===== src/rtl/relay_pkg.sv =====
`default_nettype none
// ============================================================================
//  Module      : relay_pkg
//  Description : Shared definitions for the address-bus arbiter.
//                - state_t : transaction phase encoding (IDLE/SETUP/STROBE/HOLD)
//                - REQ_*   : requester index constants
//                - CNT_W   : width of the phase counter
//  Revision    : 1.0 - initial release
// ============================================================================
package relay_pkg;

   typedef enum logic [1:0] {
      IDLE   = 2'd0,
      SETUP  = 2'd1,
      STROBE = 2'd2,
      HOLD   = 2'd3
   } state_t;

   localparam int REQ_PC = 0;
   localparam int REQ_M  = 1;
   localparam int REQ_J  = 2;
   localparam int REQ_XY = 3;

   localparam int CNT_W  = 4;

endpackage : relay_pkg
`default_nettype wire


===== src/rtl/rr_pick4.sv =====
`default_nettype none
// ============================================================================
//  Module      : rr_pick4
//  Description : Combinational four-way round-robin picker. Priority starts
//                at (last + 1) mod 4 and wraps 3 -> 0.
//  Ports       : req   [3:0] in  - request vector
//                last  [1:0] in  - index granted most recently
//                valid       out - at least one request present
//                idx   [1:0] out - winning requester index
//  Revision    : 1.0 - initial release
// ============================================================================
module rr_pick4
   import relay_pkg::*;
(
   input  logic [3:0] req,
   input  logic [1:0] last,
   output logic       valid,
   output logic [1:0] idx
);

   logic [1:0] w_cand;

   // Walk from lowest to highest priority so the highest-priority active
   // requester is the last one written.
   always_comb begin
      valid  = 1'b0;
      idx    = last;
      w_cand = '0;
      for (int k = 3; k >= 0; k--) begin
         w_cand = last + 2'(k) + 2'd1;
         if (req[w_cand]) begin
            valid = 1'b1;
            idx   = w_cand;
         end
      end
   end

endmodule : rr_pick4
`default_nettype wire


===== src/rtl/addr_bus_arbiter.sv =====
`default_nettype none
// ============================================================================
//  Module      : addr_bus_arbiter
//  Description : Round-robin arbiter for the shared address bus. One owner at
//                a time runs SETUP -> STROBE -> HOLD, then the bus returns to
//                IDLE for at least one cycle before the next grant.
//  Parameters  : SETUP_CYC  (1-15) select-to-strobe cycles
//                STROBE_CYC (1-15) mem_rd/mem_wr width
//                HOLD_CYC   (1-15) select hold after strobe
//  Ports       : clk, reset (sync, active high)
//                req[3:0], wr[3:0]          requests / write flags (0=PC,1=M,2=J,3=XY)
//                gnt[3:0], done[3:0]        one-hot grant / completion pulse
//                sel_pc, sel_m, sel_j, sel_xy  address register drive enables
//                mem_rd, mem_wr             memory strobes
//                busy                       any state other than IDLE
//  Revision    : 1.0 - initial release
// ============================================================================
module addr_bus_arbiter
   import relay_pkg::*;
#(
   parameter int SETUP_CYC  = 1,
   parameter int STROBE_CYC = 2,
   parameter int HOLD_CYC   = 1
)(
   input  logic       clk,
   input  logic       reset,
   input  logic [3:0] req,
   input  logic [3:0] wr,
   output logic [3:0] gnt,
   output logic [3:0] done,
   output logic       sel_pc,
   output logic       sel_m,
   output logic       sel_j,
   output logic       sel_xy,
   output logic       mem_rd,
   output logic       mem_wr,
   output logic       busy
);

   state_t           r_state;
   logic [CNT_W-1:0] r_cnt;
   logic [1:0]       r_last;   // last granted index; also the current owner
   logic             r_wr;     // write flag latched at grant
   logic [3:0]       r_gnt;
   logic [3:0]       r_done;
   logic             r_rd;
   logic             r_wrs;

   logic             w_valid;
   logic [1:0]       w_idx;

   rr_pick4 u_pick (
      .req   (req),
      .last  (r_last),
      .valid (w_valid),
      .idx   (w_idx)
   );

   // Outputs are registered one cycle ahead of the state they describe, so
   // each transition also loads the output values for the state it enters.
   always_ff @(posedge clk) begin
      if (reset) begin
         r_state <= IDLE;
         r_cnt   <= '0;
         r_last  <= 2'd3;
         r_wr    <= 1'b0;
         r_gnt   <= '0;
         r_done  <= '0;
         r_rd    <= 1'b0;
         r_wrs   <= 1'b0;
      end else begin
         case (r_state)
            IDLE: begin
               if (w_valid) begin
                  r_state <= SETUP;
                  r_cnt   <= CNT_W'(SETUP_CYC);
                  r_last  <= w_idx;
                  r_wr    <= wr[w_idx];
                  r_gnt   <= 4'b0001 << w_idx;
               end
            end
            SETUP: begin
               if (r_cnt == 4'd1) begin
                  r_state <= STROBE;
                  r_cnt   <= CNT_W'(STROBE_CYC);
                  r_rd    <= ~r_wr;
                  r_wrs   <= r_wr;
               end else begin
                  r_cnt   <= r_cnt - 4'd1;
               end
            end
            STROBE: begin
               if (r_cnt == 4'd1) begin
                  r_state <= HOLD;
                  r_cnt   <= CNT_W'(HOLD_CYC);
                  r_rd    <= 1'b0;
                  r_wrs   <= 1'b0;
                  // A one-cycle HOLD is its own last cycle.
                  r_done  <= (HOLD_CYC == 1) ? r_gnt : 4'b0000;
               end else begin
                  r_cnt   <= r_cnt - 4'd1;
               end
            end
            HOLD: begin
               if (r_cnt == 4'd1) begin
                  r_state <= IDLE;
                  r_cnt   <= '0;
                  r_gnt   <= '0;
                  r_done  <= '0;
               end else begin
                  r_cnt   <= r_cnt - 4'd1;
                  r_done  <= (r_cnt == 4'd2) ? r_gnt : 4'b0000;
               end
            end
            default: begin
               r_state <= IDLE;
               r_cnt   <= '0;
               r_gnt   <= '0;
               r_done  <= '0;
               r_rd    <= 1'b0;
               r_wrs   <= 1'b0;
            end
         endcase
      end
   end

   assign gnt    = r_gnt;
   assign done   = r_done;
   assign sel_pc = r_gnt[REQ_PC];
   assign sel_m  = r_gnt[REQ_M];
   assign sel_j  = r_gnt[REQ_J];
   assign sel_xy = r_gnt[REQ_XY];
   assign mem_rd = r_rd;
   assign mem_wr = r_wrs;
   assign busy   = (r_state != IDLE);

endmodule : addr_bus_arbiter
`default_nettype wire


===== config.mk =====
export PLATFORM = sky130hd
export DESIGN_NAME = addr_bus_arbiter
export DESIGN_NICKNAME = d
export VERILOG_FILES = /design/src/rtl/relay_pkg.sv /design/src/rtl/rr_pick4.sv /design/src/rtl/addr_bus_arbiter.sv
export SDC_FILE = /design/constraint.sdc
export NUM_CORES = 1
export LEC_CHECK = 0
export BUFFER_PORTS_ARGS = -buffer_cell sky130_fd_sc_hd__buf_4
export CAP_MARGIN = 10
export CORE_AREA = 5 5 53 55
export DETAILED_ROUTE_END_ITERATION = 10
export DIE_AREA = 0 0 58 60
export PLACE_DENSITY = 0.83
export SYNTH_ARGS = -nofsm -noshare
export SYNTH_HDL_FRONTEND = slang
export SYNTH_SLANG_ARGS = --single-unit

===== constraint.sdc =====
create_clock -name clk -period 2.5 [get_ports clk]
set_clock_uncertainty 0.15 [all_clocks]
set_input_delay 0.25 -clock clk [delete_from_list [all_inputs] [get_ports clk]]
set_output_delay 0.25 -clock clk [all_outputs]
set_load 0.05 [all_outputs]

==> results.cfg <==
[min_path]
hold_depth = 2
hold_path.class = in -> reg

[sta]
rsz0062_at_grt = no
finalCritPeriodShare = 0.858
fin_crit_ns = 2.14
max_freq_ghz = 0.466
setup_tns_ns = 0
finalSetupViolations = 0
drv_slew = 0
tightest_slew_ns = 0.671
slew_headroom = 0.547
hold_viol_final = 0

[routing]
drtAntennaViolNets = 0
dr.pass1.iters = 5
finalWirelength_um = 2420
dr_total_vias = 1026
drc = 0
drt_iter0_markers = 21
avgRoutedWirePerCell_um = 13.0
vias_per_cell = 5.52

[clock_tree]
postCtsSetupBuffers = 0
cts_buffers = 3
cts_tree = built
cts_max_path_buffers = 2
cts.sinks = 19
cts_resized = 0
root_buffer = clkbuf_4
path_clk_slew_ns = 0.11
cts-htree-levels = 1
clk_latency_ns = 0.30
hold_buffers = 0

[synth]
yosys.area.top_type = dfxtp_1
ys_seq_elements = 19
seq_area_frac_synth = 0.340
yosys_most_used_dff = dfxtp_1
syn-cell-area_mm2 = 0.00112
netlist_instances = 140
yosys-top-cells-area = dfxtp_1, ha_1, a21oi_1, nand2_1, nor2_1
synthesis.nets = 158
synth-edff-count = 0
ys_warn_count = 0
avgSynthCellArea_um2 = 8.00
synthArstFlopShare = 0
synth_top_area_share = 0.340
synth_cell_types = 35

[setup_path]
worstPathArrival_ns = 2.18
critPathMaxFanout = 8
path_class = reg -> reg
cpMaxStageDelayCell = a2111oi_0
cp_slowest_stage_delay_ns = 0.41
r2r_cells = 7
end_kind = register
worstPathCellList = inv_1 > ha_1 > nor3_1 > or2_1 > nor2_1 > a2111oi_0 > a211oi_1
cp-start-kind = register
crit_required_ns = 2.54

[global_routing]
grt_pass1_vias = 989
grt_antenna_before_repair = 0
track_usage = 0.153
grt_max_degree = 20
grt_pass1_wl_um = 4160
overflow = 0

[floorplan]
num_io_pins = 25
die_y_um = 60
coreArea_mm2 = 0.00234
start_util = 0.478
fp.dieW_um = 58
rows = 18
die-area_mm2 = 0.00348

[placement]
place_area_mm2 = 0.00126
portBuffers = 24
gp_congestion = 0.939
dpl.hpwl_um = 1910

[finish]
drive_gt1_frac = 0.205
diodes = 0
postLayoutCellArea_mm2 = 0.00129
syn_to_final_growth_pct = 15.1
num-nets-final = 175

[run_status]
status = finished clean

[job]
maxCapViolations = 0

[power]
leakagePower_nw = 0.549
vdd_drop_max_v = 0.000548
cellPowerDensity_mw_per_mm2 = 1190
## cell usage after synthesis, drive strengths merged, types with 2 or more instances
| cell type | instances |
|---|---|
| a211oi | 4 |
| nor3 | 7 |
| nand2b | 3 |
| dfxtp | 19 |
| nor2 | 13 |
| a21oi | 15 |
| mux2 | 2 |
| clkbuf | 5 |
| inv | 9 |
| and2 | 2 |
| nor2b | 2 |
| nand3 | 4 |
| buf | 7 |
| mux2i | 2 |
| o21ai | 6 |
| a211o | 2 |
| ha | 8 |
| a22oi | 2 |
| nand3b | 2 |
| a21o | 2 |
| nand2 | 13 |
## flip-flops by register name, indices dropped and copies added (netlist names)
name,count
r_state,2
r_cnt,4
mem_wr,1
done,4
r_wr,1
mem_rd,1
r_last,2
gnt,4
## path summary, 6_finish.rpt
check	start	endpoint	slack [ns]
setup / recovery	r_state[0]	r_cnt[0]	0.36
hold / removal	reset	done[3]	0.10
setup reg to reg	r_state[0]	r_cnt[0]	0.36
hold reg to reg	done[2]	done[2]	0.31
## power breakdown
group,switching [mW],total [mW],internal (mW)
clock network,0.100,0.160,0.0598
registers,0.0773,0.463,0.386
logic,0.587,0.911,0.324
total,0.764,1.53,0.770
## routing by layer
layer / track usage / vias up / share of wire
met5: 0 / - / 0
met4: 0.0894 / 0 / 0.024
met3: 0.0216 / 5 / 0.066
met2: 0.279 / 34 / 0.50
met1: 0.168 / 475 / 0.41
li1: - / 512 / -
## layout make-up
class	count	area [um^2]
well taps	30	37.5
flip-flops and latches	19	380
multi-input cells	100	629
repair buffers	24	180
fillers	240	1050
clock buffers	3	22.5
clock inverters	1	5.00
inverters	9	33.8
## cell families (layout without fill, tap and decap cells)
family / after synthesis / count (layout) / synth area share
AO/OA/AOI/OAI: 34 / 34 / 0.184
adder cells (fa/ha/maj): 8 / 8 / 0.0894
buffers and inverters: 21 / 37 / 0.0983
flip-flops: 19 / 19 / 0.340
multiplexers: 4 / 4 / 0.0380
AND/OR/NAND/NOR: 54 / 54 / 0.250
## metrics by stage
| stage | utilization | total power, mW | hold slack (ns) | cells | setup WS [ns] |
|---|---|---|---|---|---|
| floorplan | - | 1.22 | 0.323 | 140 | 0.566 |
| global placement | 0.538 | 1.34 | 0.289 | 182 | 0.612 |
| detailed placement | 0.538 | 1.38 | 0.298 | 182 | 0.479 |
| CTS | 0.550 | 1.54 | 0.0907 | 186 | 0.449 |
| global route | 0.550 | 1.65 | 0.113 | 186 | 0.305 |
| finish | 0.550 | 1.53 | 0.104 | 186 | 0.356 |
## worst max-delay path: cells and delay by family, from the launching register on
| kind | cells | cell delay, ns |
|---|---|---|
| AO/OA/AOI/OAI | 2 | 0.50 |
| adder cells (fa/ha/maj) | 1 | 0.31 |
| buffers and inverters | 1 | 0.09 |
| flip-flops | 1 | 0.39 |
| AND/OR/NAND/NOR | 3 | 0.58 |
## cell usage in the layout (no fill, tap or decap)
master	instances
buf_4	24
dfxtp_1	19
a21oi_1	15
nor2_1	13
nand2_1	13
inv_1	9
ha_1	8
nor3_1	7
a211oi_1	4
nand3_1	4
o21ai_0	4
nand2b_1	3
clkbuf_4	3
o21ai_1	2
nor2b_1	2
a21o_1	2
mux2i_1	2
a211o_1	2
mux2_2	2
and2_1	2
nand3b_1	2
a22oi_1	2
nor4_1	1
and3_4	1
a31oi_1	1
nor3b_2	1
o41ai_1	1
or3b_1	1
or4_1	1
or4b_1	1
or2_1	1
or3_1	1
a2111oi_0	1
clkinv_2	1
(Power assumes the default switching activity.)
